## src/rtl/sdp_arbiter_if.sv

```systemverilog
// Request/response bundle between two requesters and the shared arithmetic pipeline.
// Requester i occupies bit i of each 2-bit field and lane [i*WIDTH +: WIDTH] of each operand bus.
interface sdp_arbiter_if #(
    parameter int WIDTH = 8
);
    logic [1:0]         req_valid;
    logic [1:0]         req_ready;
    logic [1:0]         req_ctl_1;
    logic [1:0]         req_ctl_2;
    logic [2*WIDTH-1:0] req_a;
    logic [2*WIDTH-1:0] req_b;
    logic [2*WIDTH-1:0] req_c;
    logic               resp_valid;
    logic               resp_id;
    logic [WIDTH-1:0]   resp_data;
    logic               busy;

    modport master (
        output req_valid, req_ctl_1, req_ctl_2, req_a, req_b, req_c,
        input  req_ready, resp_valid, resp_id, resp_data, busy
    );

    modport slave (
        input  req_valid, req_ctl_1, req_ctl_2, req_a, req_b, req_c,
        output req_ready, resp_valid, resp_id, resp_data, busy
    );
endinterface

```

## src/rtl/sdp_arbiter.sv

```systemverilog
// Two-requester arbiter feeding a 3-stage (a +/- b) +/- c pipeline; SDP_ARB_RR_EN selects round-robin, else requester 0 has fixed priority.
// Latency: an operation accepted in cycle T responds in cycle T+3; one accept per cycle.
// Backpressure: none downstream; the pipeline never stalls and req_ready only arbitrates between requesters.
module sdp_arbiter #(
    parameter int WIDTH = 8
) (
    input logic          clk,
    input logic          reset,
    sdp_arbiter_if.slave bus
);
    typedef struct packed {
        logic             id;
        logic             ctl_1;
        logic             ctl_2;
        logic [WIDTH-1:0] a;
        logic [WIDTH-1:0] b;
        logic [WIDTH-1:0] c;
    } s1_t;

    typedef struct packed {
        logic             id;
        logic             ctl_2;
        logic [WIDTH-1:0] m;
        logic [WIDTH-1:0] c;
    } s2_t;

    typedef struct packed {
        logic             id;
        logic [WIDTH-1:0] n;
    } s3_t;

    logic       prio;   // 0: requester 0 wins a tie, 1: requester 1 wins
    logic [1:0] grant;
    logic       acc;
    logic       acc_id;

    logic s1_vld, s2_vld, s3_vld;
    s1_t  s1_q;
    s2_t  s2_q;
    s3_t  s3_q;

    always_comb begin
        grant = 2'b00;
        if (!reset) begin
            if (bus.req_valid == 2'b11)
                grant = prio ? 2'b10 : 2'b01;
            else
                grant = bus.req_valid;
        end
    end

    assign acc    = |grant;
    assign acc_id = grant[1];
    assign bus.req_ready = grant;

`ifdef SDP_ARB_RR_EN
    always_ff @(posedge clk) begin
        if (reset)
            prio <= 1'b0;
        else if (acc)
            prio <= ~acc_id;
    end
`else
    assign prio = 1'b0;
`endif

    always_ff @(posedge clk) begin
        if (reset) begin
            s1_vld <= 1'b0;
            s2_vld <= 1'b0;
            s3_vld <= 1'b0;
            s1_q   <= '0;
            s2_q   <= '0;
            s3_q   <= '0;
        end else begin
            s1_vld <= acc;
            if (acc) begin
                s1_q.id    <= acc_id;
                s1_q.ctl_1 <= bus.req_ctl_1[acc_id];
                s1_q.ctl_2 <= bus.req_ctl_2[acc_id];
                s1_q.a     <= acc_id ? bus.req_a[WIDTH +: WIDTH] : bus.req_a[0 +: WIDTH];
                s1_q.b     <= acc_id ? bus.req_b[WIDTH +: WIDTH] : bus.req_b[0 +: WIDTH];
                s1_q.c     <= acc_id ? bus.req_c[WIDTH +: WIDTH] : bus.req_c[0 +: WIDTH];
            end

            s2_vld <= s1_vld;
            if (s1_vld) begin
                s2_q.id    <= s1_q.id;
                s2_q.ctl_2 <= s1_q.ctl_2;
                s2_q.m     <= s1_q.ctl_1 ? (s1_q.a + s1_q.b) : (s1_q.a - s1_q.b);
                s2_q.c     <= s1_q.c;
            end

            s3_vld <= s2_vld;
            if (s2_vld) begin
                s3_q.id <= s2_q.id;
                s3_q.n  <= s2_q.ctl_2 ? (s2_q.m + s2_q.c) : (s2_q.m - s2_q.c);
            end
        end
    end

    assign bus.resp_valid = s3_vld;
    assign bus.resp_id    = s3_q.id;
    assign bus.resp_data  = s3_q.n;
    assign bus.busy       = s1_vld | s2_vld | s3_vld;
endmodule

```

## src/flat_wrapper.sv

```systemverilog
// flat-port wrapper written by rule: the top's interface ports become plain ports
module sdp_arbiter_flat 
#(
    parameter int WIDTH = 8
)
  (clk, reset, bus_req_valid, bus_req_ctl_1, bus_req_ctl_2, bus_req_a, bus_req_b, bus_req_c, bus_req_ready, bus_resp_valid, bus_resp_id, bus_resp_data, bus_busy);
  sdp_arbiter_if #(.WIDTH(WIDTH)) bus_i ();
  input logic clk;
  input logic reset;
  input wire logic [$bits(bus_i.req_valid)-1:0] bus_req_valid;
  input wire logic [$bits(bus_i.req_ctl_1)-1:0] bus_req_ctl_1;
  input wire logic [$bits(bus_i.req_ctl_2)-1:0] bus_req_ctl_2;
  input wire logic [$bits(bus_i.req_a)-1:0] bus_req_a;
  input wire logic [$bits(bus_i.req_b)-1:0] bus_req_b;
  input wire logic [$bits(bus_i.req_c)-1:0] bus_req_c;
  output wire logic [$bits(bus_i.req_ready)-1:0] bus_req_ready;
  output wire logic [$bits(bus_i.resp_valid)-1:0] bus_resp_valid;
  output wire logic [$bits(bus_i.resp_id)-1:0] bus_resp_id;
  output wire logic [$bits(bus_i.resp_data)-1:0] bus_resp_data;
  output wire logic [$bits(bus_i.busy)-1:0] bus_busy;
  assign bus_i.req_valid = bus_req_valid;
  assign bus_i.req_ctl_1 = bus_req_ctl_1;
  assign bus_i.req_ctl_2 = bus_req_ctl_2;
  assign bus_i.req_a = bus_req_a;
  assign bus_i.req_b = bus_req_b;
  assign bus_i.req_c = bus_req_c;
  assign bus_req_ready = bus_i.req_ready;
  assign bus_resp_valid = bus_i.resp_valid;
  assign bus_resp_id = bus_i.resp_id;
  assign bus_resp_data = bus_i.resp_data;
  assign bus_busy = bus_i.busy;
  sdp_arbiter #(.WIDTH(WIDTH)) u_core (.clk(clk), .reset(reset), .bus(bus_i));
endmodule
```

## config.mk

```make
export PLATFORM = sky130hd
export DESIGN_NAME = sdp_arbiter_flat
export DESIGN_NICKNAME = d
export VERILOG_FILES = /design/src/rtl/sdp_arbiter_if.sv /design/src/rtl/sdp_arbiter.sv /design/src/flat_wrapper.sv
export SDC_FILE = /design/constraint.sdc
export NUM_CORES = 1
export LEC_CHECK = 0
export ABC_AREA = 1
export CAP_MARGIN = 20
export CORE_MARGIN = 3
export CORE_UTILIZATION = 45
export CTS_CLUSTER_SIZE = 20
export DETAILED_ROUTE_END_ITERATION = 8
export DONT_BUFFER_PORTS = 1
export PLACE_DENSITY_LB_ADDON = 0.12
export SETUP_SLACK_MARGIN = 0.15
export SLEW_MARGIN = 40
export SYNTH_ARGS = -nofsm -noshare
export SYNTH_HDL_FRONTEND = slang
export SYNTH_SLANG_ARGS = --single-unit
export TNS_END_PERCENT = 10
```

## constraint.sdc

```tcl
create_clock -name clk -period 1.8 [get_ports clk]
set_input_delay 0.09 -clock clk [delete_from_list [all_inputs] [get_ports clk]]
set_output_delay 0.09 -clock clk [all_outputs]
set_load 0.005 [all_outputs]
```

==> impl_results.md <==
- Final wirelength: 7760 µm
- Clock Pin Slew Worst Setup and Hold Paths: 0.07 ns
- Final Cell Area: 4180 µm²
- Largest fanout on the critical path: 3
- Site row count: 30
- Clock Path Buffers: 2
- HP Class: input pin to register
- Rel. slew slack: 0.644
- Hold Vio Cnt, Final: 0
- Layout cell share with drive strength beyond 1: 0.241
- First-pass GRT wire length: 13,000 µm
- Worst vdd ir: 0.415 mV
- Initial antenna violation count: 0
- Post-Layout Cell Count: 622
- Clock Skew: 0.00432 ns
- Post-synth net total: 545
- Crit path launch type: register
- Power consumption: 3.84 mW
- FF+latch count, synth: 57
- Mapped Cells: 471
- Vias in the first global route: 2,905
- Placed cell count: 582
- Largest net degree at the start of global routing: 30
- Synth Warn #: 0
- WL per Instance: 12.5 µm
- Die W: 91.2 µm
- Final-layout fill cell count: 667
- Die Ht: 91.2 µm
- Max_cap viols: 0
- Vias per Instance: 4.90
- IO Port Bufs: 0
- Post-Syn Area: 3270 µm²
- Die Footprint: 8310 µm²
- Power per cell area: 918 nW/µm²
- Residual DRC: 0
- CTS tree: done
- Finished Core Util: 0.605
- Total GRT Usage: 0.193
- Fin worst setup slack: -0.157 ns
- Final setup viols: 9
- Pins Over Slew Limit: 0
- CTS Buf Count: 9
- Signal arrival time at the worst endpoint: 2.19 ns
- Fmax: 511 MHz
- Sequential fraction of the synthesis area: 0.349
- Synth top area share: 0.349
- CTS root buf: clkbuf_8
- Unrepaired setup endpoints after global routing: yes
- Outcome: finished with violations
- IO Count: 69
- H-tree Lvls: 3
- First-pass DRT Iterations: 4
- Final Cycle Share: 1.09
- Worst path required time: 2.04 ns
- Sinks on the clock net: 57
- DR vias: 3,049
- Overflow after GRT: 0
- Setup CP Type: register to register
- Clk_lat worst skew: 0.33 ns
- Layout area overhead: 28.0%
- DRT antenna net count: 0
- NumNets Final: 597
- Violated checks: setup timing
- Starting Density: 0.473
- Global placement routability congestion: 0.866
- Area contributors post-synth: dfxtp_1, nand2_1, inv_1
- Worst slew pin tran: 0.534 ns
- Hold_ws: 0.00526 ns
- Leakage: 2.09 nW
- Netlist cell types: 30
- Final Critical Period: 1.96 ns
- Synthesized area per cell: 6.93 µm²
- Core area: 6910 µm²
- N_diodes: 0
- DPL Wire Length: 5350 µm
- Area leader, netlist: dfxtp_1
- Placed Area: 3570 µm²
- Crit. End Element: register
- DRT iter0 DRCs: 98
[cell type report]
type                       count  area (µm²)  area share
multi-input combinational    332        1980       0.474
sequential                    57        1150       0.275
timing repair buffer          60         510       0.122
inverter                      63         239      0.0572
clock buffer                  10         138      0.0329
tap                           96         120      0.0287
clock inverter                 4        45.0      0.0108
[report_power, final]
| part | internal (mW) | switching [mW] | total, mW | leakage, nW |
|---|---|---|---|---|
| registers | 1.37 | 0.0825 | 1.45 | 0.472 |
| clock network | 0.654 | 0.507 | 1.16 | 0.0978 |
| logic | 0.587 | 0.642 | 1.23 | 1.52 |
| total | 2.61 | 1.23 | 3.84 | 2.09 |
[worst max-delay path: stages (launching register included)]
cell,delay [ns]
dfxtp_2,0.32
inv_2,0.07
ha_4,0.15
nand2_4,0.06
o31ai_4,0.18
xnor2_1,0.15
ha_1,0.29
nand2_1,0.10
inv_1,0.05
a21oi_2,0.14
nand2_2,0.09
nand3_2,0.08
nand3_2,0.07
nand2_1,0.07
inv_1,0.04
[path summary, 6_finish.rpt]
check	startpoint	endpoint	slack (ns)	depth (start not counted)
worst max-delay path	u_core.s1_q[8]	u_core.s2_q[15]	-0.16	14
worst min-delay path	bus_req_b[2]	u_core.s1_q[10]	0.005	4
worst max register to register	u_core.s1_q[8]	u_core.s2_q[15]	-0.16	14
worst min register to register	u_core.s1_q[3]	u_core.s2_q[3]	0.46	2
[placed cells by master (no fill, tap or decap), drive strengths merged]
| cell type | count |
|---|---|
| clkbuf | 10 |
| nand3b | 1 |
| fa | 2 |
| nand3 | 33 |
| nor2 | 58 |
| bufinv | 1 |
| inv | 63 |
| o21ai | 24 |
| xnor2 | 4 |
| nand2 | 128 |
| a31oi | 12 |
| dlygate4sd3 | 21 |
| a21oi | 17 |
| ha | 16 |
| o21bai | 1 |
| dfxtp | 57 |
| clkinv | 3 |
| buf | 39 |
| or2 | 4 |
| o31ai | 1 |
| o21a | 1 |
| xor2 | 11 |
| nand4 | 5 |
| o211ai | 14 |
[synth_stat cells]
cell type and n:
fa_1 2, xnor2_1 4, nand2_4 1, o211ai_2 9, nor2_4 2, nand4_1 5
ha_1 16, buf_2 6, nand3b_1 1, dfxtp_1 57, nor2_1 55, buf_6 2
buf_4 1, o211ai_1 5, nor2_2 1, buf_8 1, o21ai_0 24, o31ai_1 1
nand2_1 127, a31oi_1 12, o21a_1 1, inv_2 1, clkbuf_1 9, inv_1 61
or2_2 4, a21oi_1 17, nand3_1 33, o21bai_1 1, xor2_1 11, inv_4 1
[cells by family after synthesis]
logic type,synth area share
buf+inv,0.107
simple gates,0.292
fa+ha+maj,0.0736
flops,0.349
xor+xnor,0.0402
compound gates,0.139
[repair_timing]
action,4_1_cts,5_1_grt
resized for setup,25,35
buffers inserted,3,2
hold endpoints to repair,29,0
pin swaps,16,44
endpoints found under the setup margin,13,13
hold buffers,21,0
[metal layers]
metal | up-vias | routed length (µm) | global-route usage
li1 | 1606 | - | -
met1 | 1384 | 3440 | 0.235
met2 | 51 | 4000 | 0.340
met3 | 8 | 256 | 0.0323
met4 | 0 | 69 | 0.0716
met5 | - | 0 | 0
[registers in the layout, indices dropped and copies added, names as in the netlist]
register,flops
u_core.bus.resp_data,8
u_core.bus.resp_id,1
u_core.s2_q,18
u_core.s1_vld,1
u_core.bus.resp_valid,1
u_core.s1_q,27
u_core.s2_vld,1
[per-stage QoR]
step,TNS [ns],worst slack [ns]
floorplan,-0.161,-0.0584
global route,-2.08,-0.273
CTS,-0.785,-0.159
finish,-0.766,-0.157
detailed placement,-1.38,-0.239
global placement,-0.946,-0.133
Note: power is estimated with default switching activity, not from simulation.
